$ cat config.mk
export PLATFORM = sky130hd
export DESIGN_NAME = cmos_capture_pack
export DESIGN_NICKNAME = d
export VERILOG_FILES = /design/src/rtl/cmos_capture_pack.sv
export SDC_FILE = /design/constraint.sdc
export NUM_CORES = 1
export LEC_CHECK = 0
export CORE_AREA = 4 4 75 129
export CTS_CLUSTER_DIAMETER = 80
export DETAILED_ROUTE_END_ITERATION = 6
export DIE_AREA = 0 0 79 133
export PLACE_DENSITY = 0.79
export SLEW_MARGIN = 20
export SYNTH_ARGS = -nofsm -noshare
export SYNTH_HDL_FRONTEND = slang
export SYNTH_SLANG_ARGS = --single-unit
$ cat constraint.sdc
create_clock -name cam_pclk -period 2.25 [get_ports cam_pclk]
set_clock_uncertainty 0.05 [all_clocks]
set_input_delay 0.45 -clock cam_pclk [delete_from_list [all_inputs] [get_ports cam_pclk]]
set_output_delay 0.45 -clock cam_pclk [all_outputs]
set_load 0.1 [all_outputs]
$ cat src/rtl/cmos_capture_pack.sv
// Packs 8-bit CMOS sensor bytes into RGB565 frame-FIFO writes, with frame settling and geometry
// checks. Define CAPTURE_TEST_PATTERN_EN to replace pixel data with 8 vertical colour bars.
module cmos_capture_pack #(
    parameter int unsigned WAIT_FRAMES = 10,
    parameter int unsigned H_PIXELS    = 640,
    parameter int unsigned V_LINES     = 480,
    parameter int unsigned LOAD_CYCLES = 4
) (
    input  logic        cam_pclk,
    input  logic        rst_n,
    input  logic        cam_vsync,
    input  logic        cam_href,
    input  logic [7:0]  cam_data,
    input  logic        capture_en,
    output logic        frm_wr_en,
    output logic [15:0] frm_wr_data,
    output logic        frm_load,
    output logic        frame_done,
    output logic        frame_err,
    output logic [9:0]  pix_cnt,
    output logic [9:0]  line_cnt
);
    typedef enum logic [1:0] {StIdle, StSettle, StWaitSof, StActive} state_t;

    state_t      r_state, w_state_d;
    logic        r_vs1, r_vs2, r_hs1, r_hs2;
    logic [7:0]  r_d1, r_hi;
    logic        r_phase;
    logic [15:0] r_settle_cnt;
    logic [7:0]  r_load_cnt;
    logic        r_wr_en, r_frame_done, r_frame_err, r_err_clr;
    logic [15:0] r_wr_data;
    logic [9:0]  r_pix_cnt, r_line_cnt;
    logic        w_vs_rise, w_hs_fall, w_sof, w_load_free, w_settle_last;
    logic [15:0] w_pix_data;

    always_ff @(posedge cam_pclk or negedge rst_n) begin
        if (!rst_n) begin
            r_vs1 <= 1'b0;
            r_vs2 <= 1'b0;
            r_hs1 <= 1'b0;
            r_hs2 <= 1'b0;
            r_d1  <= '0;
        end else begin
            r_vs1 <= cam_vsync;
            r_vs2 <= r_vs1;
            r_hs1 <= cam_href;
            r_hs2 <= r_hs1;
            r_d1  <= cam_data;
        end
    end

    assign w_vs_rise     = r_vs1 & ~r_vs2;
    assign w_hs_fall     = ~r_hs1 & r_hs2;
    assign w_sof         = w_vs_rise && (r_state == StWaitSof || r_state == StActive);
    assign w_settle_last = (WAIT_FRAMES == 0) ||
                           (w_vs_rise && (32'(r_settle_cnt) + 32'd1 >= WAIT_FRAMES));
    // The load window closes on this edge when the counter is at 1, so a write may follow it.
    assign w_load_free   = (r_load_cnt <= 8'd1);

    always_ff @(posedge cam_pclk or negedge rst_n) begin
        if (!rst_n) begin
            r_state      <= StIdle;
            r_settle_cnt <= '0;
        end else begin
            r_state <= w_state_d;
            if (r_state != StSettle) begin
                r_settle_cnt <= '0;
            end else if (w_vs_rise) begin
                r_settle_cnt <= r_settle_cnt + 16'd1;
            end
        end
    end

    always_comb begin
        w_state_d = r_state;
        unique case (r_state)
            StIdle:    w_state_d = StSettle;
            StSettle:  if (w_settle_last) w_state_d = StWaitSof;
            StWaitSof: if (w_vs_rise) w_state_d = StActive;
            StActive:  w_state_d = StActive;
            default:   w_state_d = StIdle;
        endcase
        if (!capture_en) begin
            w_state_d = StIdle;
        end
    end

`ifdef CAPTURE_TEST_PATTERN_EN
    localparam int unsigned BAR_W = (H_PIXELS >= 8) ? H_PIXELS / 8 : 1;
    logic [31:0] w_bar;
    assign w_bar = 32'(r_pix_cnt) / BAR_W;

    always_comb begin
        case (w_bar)
            32'd0:   w_pix_data = 16'hFFFF;
            32'd1:   w_pix_data = 16'hFFE0;
            32'd2:   w_pix_data = 16'h07FF;
            32'd3:   w_pix_data = 16'h07E0;
            32'd4:   w_pix_data = 16'hF81F;
            32'd5:   w_pix_data = 16'hF800;
            32'd6:   w_pix_data = 16'h001F;
            default: w_pix_data = 16'h0000;
        endcase
    end
`else
    assign w_pix_data = {r_hi, r_d1};
`endif

    always_ff @(posedge cam_pclk or negedge rst_n) begin
        if (!rst_n) begin
            r_hi         <= '0;
            r_phase      <= 1'b0;
            r_load_cnt   <= '0;
            r_wr_en      <= 1'b0;
            r_wr_data    <= '0;
            r_frame_done <= 1'b0;
            r_frame_err  <= 1'b0;
            r_err_clr    <= 1'b0;
            r_pix_cnt    <= '0;
            r_line_cnt   <= '0;
        end else if (!capture_en || r_state == StIdle) begin
            r_hi         <= '0;
            r_phase      <= 1'b0;
            r_load_cnt   <= '0;
            r_wr_en      <= 1'b0;
            r_wr_data    <= '0;
            r_frame_done <= 1'b0;
            r_frame_err  <= 1'b0;
            r_err_clr    <= 1'b0;
            r_pix_cnt    <= '0;
            r_line_cnt   <= '0;
        end else begin
            r_wr_en      <= 1'b0;
            r_frame_done <= 1'b0;
            r_err_clr    <= 1'b0;
            if (r_load_cnt != 8'd0) begin
                r_load_cnt <= r_load_cnt - 8'd1;
            end
            if (r_err_clr) begin
                r_frame_err <= 1'b0;
            end
            if (w_sof) begin
                r_load_cnt <= 8'(LOAD_CYCLES);
                r_pix_cnt  <= '0;
                r_line_cnt <= '0;
                r_phase    <= 1'b0;
                // A short frame shows frame_err for one cycle before the new frame clears it.
                if (r_state == StActive) begin
                    r_err_clr <= 1'b1;
                    if (32'(r_line_cnt) == V_LINES) begin
                        r_frame_done <= 1'b1;
                    end else begin
                        r_frame_err <= 1'b1;
                    end
                end else begin
                    r_frame_err <= 1'b0;
                end
            end else if (r_state == StActive) begin
                if (w_hs_fall) begin
                    if (32'(r_pix_cnt) != H_PIXELS || r_phase) begin
                        r_frame_err <= 1'b1;
                    end
                    r_pix_cnt <= '0;
                    if (r_line_cnt != 10'd1023) begin
                        r_line_cnt <= r_line_cnt + 10'd1;
                    end
                end
                if (!r_hs1) begin
                    r_phase <= 1'b0;
                end else if (!r_phase) begin
                    r_hi    <= r_d1;
                    r_phase <= 1'b1;
                end else begin
                    r_phase <= 1'b0;
                    if (w_load_free) begin
                        r_wr_en   <= 1'b1;
                        r_wr_data <= w_pix_data;
                        if (r_pix_cnt != 10'd1023) begin
                            r_pix_cnt <= r_pix_cnt + 10'd1;
                        end
                    end
                end
            end
        end
    end

    assign frm_wr_en   = r_wr_en;
    assign frm_wr_data = r_wr_data;
    assign frm_load    = (r_load_cnt != 8'd0);
    assign frame_done  = r_frame_done;
    assign frame_err   = r_frame_err;
    assign pix_cnt     = r_pix_cnt;
    assign line_cnt    = r_line_cnt;
endmodule

Word level (Yosys, flattened, before mapping) --
Index checks and enable logic that the tools add are counted.
Word-level totals: memories kept 0, flip-flop bits (word level) 87, word-level logic and storage cells 120, input bits 13, memory bits (read-only) 0, RAM bits 0, latch bits 0, output and inout bits 40
Cells by class: add/sub/neg operators 5, magnitude comparators 2, div/mod/pow operators 0, multiplexer cells 59, bitwise gates (word level) 4, multiply operators 0, reduce and logical (&&, ||, !) cells 21, eq/ne operators 12, shift-type cells 0
Operators with widths (number):
- 10-bit 2-to-1 mux | 13
- 16-bit 2-to-1 mux | 8
- 8-bit 2-to-1 mux | 8
- 10-bit != test (second input constant) | 3
- 1-bit 2-to-1 mux | 26
- 10-bit by 1-bit adder with 10-bit output (second input constant) | 2
- 16-bit by 1-bit adder with 17-bit output (second input constant) | 1
- 17-bit by 4-bit greater-or-equal comparator with 1-bit output (second input constant) | 1
- 16-bit by 1-bit adder with 16-bit output (second input constant) | 1
- 3-bit nonzero test | 4
- 10-bit by 9-bit == test with 1-bit output (second input constant) | 1
- 2-bit nonzero test | 5
- 8-bit by 1-bit <= comparator with 1-bit output (second input constant) | 1
- 2-bit one-hot mux with 4 select lines | 1
- 8-bit nonzero test | 1
- 8-bit by 1-bit subtractor with 8-bit output (second input constant) | 1
- 2-bit 2-to-1 mux | 3
- 2-bit by 1-bit != test with 1-bit output (second input constant) | 3
- 3-bit != test (second input constant) | 2
- 5-bit AND reduction | 1
- 2-bit == test (second input constant) | 2
- 4-bit AND reduction | 1
- 1-bit logical OR | 3
- 3-bit AND reduction | 1
- other kinds (7) | 10

Logic depth before layout (Yosys ltp) --
depth in word-level cells 10, mapped depth 9, mapped depth without buffers 8

Least setup slack after synthesis --
OpenSTA, ideal clock, no wires.
path kind register to register, start reg r_pix_cnt[1] (netlist: pix_cnt[1]), end reg r_pix_cnt[7] (netlist: pix_cnt[7]), path slack -0.419 ns, cell stages (with the launch flop) 8, arrival time 2.486 ns, path buffers 0, clock period less this slack 2.669 ns, library setup time 0.133 ns, cell sequence dfrtp_1 -> ha_1 -> nand3_1 -> nor4_2 -> or2_1 -> nor3b_1 -> a221oi_1 -> o21ai_1
Between the ends: longest elaborated chain between the ends 8
Ends and longest elaborated chain:
- from (decl) | line 33 | logic [9:0] r_pix_cnt, r_line_cnt;
- from (signal assigned) | line 180 | r_pix_cnt <= r_pix_cnt + 10'd1;
- 10-bit by 1-bit adder with 10-bit output or 10-bit != test (tied branches) | line 180, 179
- 10-bit 2-to-1 mux (*) | line 179 | if (r_pix_cnt != 10'd1023) begin
- 10-bit 2-to-1 mux (*) | line 176 | if (w_load_free) begin
- 10-bit 2-to-1 mux (*) | line 171 | end else if (!r_phase) begin
- 10-bit 2-to-1 mux (*) | line 169 | if (!r_hs1) begin
- 10-bit 2-to-1 mux (*) | line 159 | end else if (r_state == StActive) begin
- 10-bit 2-to-1 mux (*) | line 143 | if (w_sof) begin
- 10-bit 2-to-1 mux (*) | line 122 | end else if (!capture_en || r_state == StIdle) begin
Every way passes the cells marked *; elsewhere a longest branch is shown, timed or not. The select of a mux whose other input is x is not followed. A chain may end at the register's enable or synchronous reset.

Worst setup path after layout --
start reg r_settle_cnt[1], end reg r_state[0]
Between the ends: longest elaborated chain between the ends 5
Ends and longest elaborated chain:
- from (decl) | line 29 | logic [15:0] r_settle_cnt;
- from (signal assigned) | line 70 | r_settle_cnt <= r_settle_cnt + 16'd1;
- 16-bit by 1-bit adder with 17-bit output | line 57 | (w_vs_rise && (32'(r_settle_cnt) + 32'd1 >= WAIT_FRAMES));
- 17-bit by 4-bit greater-or-equal comparator with 1-bit output | line 57
- 1-bit logical AND | line 57
- 3-bit != test (no source line)
- 2-bit AND reduction (no source line)
- to (signal assigned) | line 63 | r_state <= StIdle;
- to (signal assigned) | line 66 | r_state <= w_state_d;
- to (decl) | line 25 | state_t r_state, w_state_d;
No other way between the ends.

==> impl_summary.md <==
Die
The starting density of the core is 48.6%. The full die area is 0.0105 mm2. The die is 133 um tall. The horizontal die dimension is 79 um. The core region is 0.00867 mm2. The number of top-level pins is 53. The floorplan row count is 45.

Global route
Entering global routing, the biggest net connects 40 pins. The first global-routing pass estimated 16500 um of wire. The via count of the first global-routing pass is 3402.

The number of antenna violations at the first check in global routing is 0. For this run, the total global-route usage over all layers was measured as 19.8%. For this run the aggregate overflow at the end of global routing stands at 0.

CTS
The number of sinks handled by clock tree synthesis is 87. The buffer type at the clock tree root is sky130_fd_sc_hd__clkbuf_16. The number of CTS-inserted buffers is 9. The maximum buffer depth of the clock tree is 2.

After clock tree synthesis, the clock-pin slew on the worst setup and hold paths is 60 ps. The TritonCTS clock tree is built. At the later pin of the worst-skew pair, clock insertion delay measures 340 ps. The maximum level of the CTS H-tree is 3.

Power and ir drop
Summed over all cells, the static leakage comes to 0.00235 uW. Dividing total power by cell area gives a power density of 696 mW/mm2. The switching component of the power is 990 uW. The share of total power in combinational logic is 17.2%. IR analysis of the VDD net gives a maximum drop of 0.385 mV.

The internal power of the cells totals 2740 uW. The power share of the sequential group is 43.3%. In this run switching power makes up 26.5% of total power. The clock network burns 39.6% of the power.

Worst hold path
Along the worst hold path, the cell count comes to 0. The startpoint identified for the worst hold timing path is r_vs1. The worst hold path endpoint is r_vs2. The path class of the tightest hold or removal check is reg2reg.

Timing
The final critical delay including setup and external delays is 2230 ps. Setup total negative slack on the finished layout was measured at 0 ps. The total setup violations reported at the end of the flow is 0.

The max-slew violation total from the final report is 0. Hold is met by 345 ps. For the pin with the worst max-slew slack, the measured transition is 625 ps. Setup repair after global routing could not meet its margin everywhere.

The hold violation count in the final report is 0. Of the available clock period, the critical path in the final layout requires 99.3%. The achievable frequency is 0.448 GHz. Headroom to the max-slew limit came out at 58.3%.

Worst setup path
The worst register-to-register path begins at r_settle_cnt[1]. The number of cells on the worst reg-to-reg path is 8. The critical path starts at r_settle_cnt[1].

Data arrives at the worst endpoint at 2410 ps. The data required time at the worst endpoint is 2420 ps. The class of the most critical setup path is reg2reg. The worst setup path is captured at a flop. In this run the worst path has a maximum fanout of 6. In this run the register-to-register setup slack is 20 ps.

The worst setup path is launched from a flop. The capturing point of the worst reg2reg path is r_state[0].

Route
The number of DRC markers in iteration 0 is 163. The final routed DRC violation total is 0. Dividing the detail-routed via count by the number of cells gives 5.53.

After detailed routing, the average wire length per cell comes to 16.1 um. The detailed-route wire length is 9870 um. The number of routed nets with antenna violations is 0. The first detailed-routing pass ran for 5 iterations. For this block, the via count after detailed routing is 3390.

Final layout
The area growth from synthesis to layout is 27.3%. The number of antenna diodes is 0. Cells fill 61.8% of the core in the end. The final layout contains 513 nets. The proportion of layout cells with a drive suffix above 1 is 25.4%. With fillers left out, the area of the finished cells amounts to 0.00536 mm2.

Outcome
The run finished with clean final reports.

Synthesis
After synthesis, the netlist uses 56 different library cells. The post-synthesis sequential area ratio is 51.7%. The cell count after synthesis came out at 417.

The post-synthesis net count is 438. The total standard cell area after synthesis is 0.00421 mm2. After synthesis the netlist holds a flip-flop and latch count of 87. The warning count from the yosys run is 0. For this run, asynchronously set or reset flops after synthesis account for 100%. The number of flops mapped to enable cells by yosys is 0. A synthesized cell averages 10.1 um2. The primary flip-flop cell chosen by synthesis mapping is sky130_fd_sc_hd__dfrtp_1.

Placed design
The placed instance area is 0.00492 mm2. Detailed placement finished with a half-perimeter wire length of 6900 um. The count of buffers inserted at the top-level ports is 52. At the end of routability-driven placement, the weighted congestion stood at 0.905.

Job
The count of max-cap constraint violations is 0.
## placed cells by master (no fill, tap or decap), drive strengths merged, types with 9 or more instances in the layout
cell            n
inv            14
clkdlybuf4s50  11
xnor2          17
a21oi          16
o21ai          17
nand3          12
clkbuf          9
mux2i          12
buf            73
nand2          28
nor2           64
xor2           13
a22o           16
nand4          11
dfrtp          87
## cell families after synthesis
family | count (synthesis) | synth area share (%)
fa+ha+maj | 9 | 2.61
buf+inv | 34 | 3.33
compound gates | 71 | 11.4
simple gates | 173 | 21.7
flops | 87 | 51.7
mux | 13 | 3.12
xor+xnor | 30 | 6.24
## power groups by stage
stage                     registers (uW)  clock network, uW  logic, uW
final                               1620               1480        641
after global routing                1620               1580        688
after CTS                           1610               1520        584
after detailed placement            1650                  0        502
after global placement              1640                  0        496
after floorplan                     1640                  0        317
## stage by stage
stage	instances	worst slack (ps)	power [uW]
2_1_floorplan	417	23.1	1960
3_3_place_gp	588	81.3	2140
3_5_place_dp	588	-0.923	2150
4_1_cts	607	10.1	3710
5_1_grt	613	-66.6	3880
6_report	613	15.7	3730
## layer usage
layer / part of all wire, % / up-vias / track usage (%)
met2: 56 / 79 / 34.9
met1: 38 / 1668 / 22.7
met5: 0 / - / 0
met3: 3.8 / 15 / 4.43
li1: - / 1628 / -
met4: 1.9 / 0 / 7.93
## cells in the mapped netlist, drive strengths merged (4+ instances only)
cell type | count | area [um2]
dfrtp | 87 | 2180
nor2 | 64 | 272
nand2 | 28 | 105
o21ai | 17 | 85.1
xnor2 | 17 | 149
a21oi | 16 | 80.1
a22o | 16 | 140
clkbuf | 16 | 60.1
inv | 13 | 48.8
xor2 | 13 | 114
mux2i | 12 | 120
nand3 | 12 | 60.1
nand4 | 11 | 68.8
and3 | 8 | 50.1
ha | 8 | 100
nor3 | 8 | 40.0
or3 | 7 | 48.8
nor4 | 6 | 43.8
buf | 5 | 31.3
a221oi | 4 | 35.0
and4 | 4 | 35.0
nand2b | 4 | 25.0
## timing repair
item | 4_1_cts | 5_1_grt
hold endpoints to repair | 28 | 0
pin swaps | 1 | 5
hold buffers | 1 | 0
buffers inserted | 3 | 6
resized for setup | 8 | 8
setup endpoints to repair | 2 | 23
## worst max-delay path: stages, from the launching register on
cell and delay (ps):
sky130_fd_sc_hd__dfrtp_1 430, sky130_fd_sc_hd__ha_2 260, sky130_fd_sc_hd__nand4_1 170, sky130_fd_sc_hd__buf_4 210
sky130_fd_sc_hd__nor4_2 290, sky130_fd_sc_hd__xor2_1 170, sky130_fd_sc_hd__a21oi_1 70, sky130_fd_sc_hd__nor4bb_4 160
sky130_fd_sc_hd__o311a_1 300
## area by class of cell
class / instances / area [um2]
fillers: 720 / 3310
flip-flops and latches: 87 / 2200
inverters: 13 / 48.8
multi-input cells: 296 / 1970
repair buffers: 85 / 697
well taps: 117 / 146
clock buffers: 9 / 225
clock inverters: 6 / 70.1
## registers in the layout, summed over array words and instances, names as in the netlist
register and count:
line_cnt 10, r_d1 8, frm_wr_en 1, r_state 2, r_hs2 1, pix_cnt 10
r_load_cnt 8, r_phase 1, r_hs1 1, frm_wr_data 16, frame_err 1, r_hi 8
r_settle_cnt 16, r_vs2 1, r_err_clr 1, r_vs1 1, frame_done 1
## worst max path at each step
stage	to	slack [ps]	cells after the start
detailed placement	frm_wr_data[4]	-0.9	4
floorplan	pix_cnt[0]	20	7
global route	r_state[0]	-70	8
global placement	pix_cnt[7]	80	6
CTS	r_state[0]	10	7
finish	r_state[0]	20	8
Note: power is estimated with default switching activity, not from simulation.
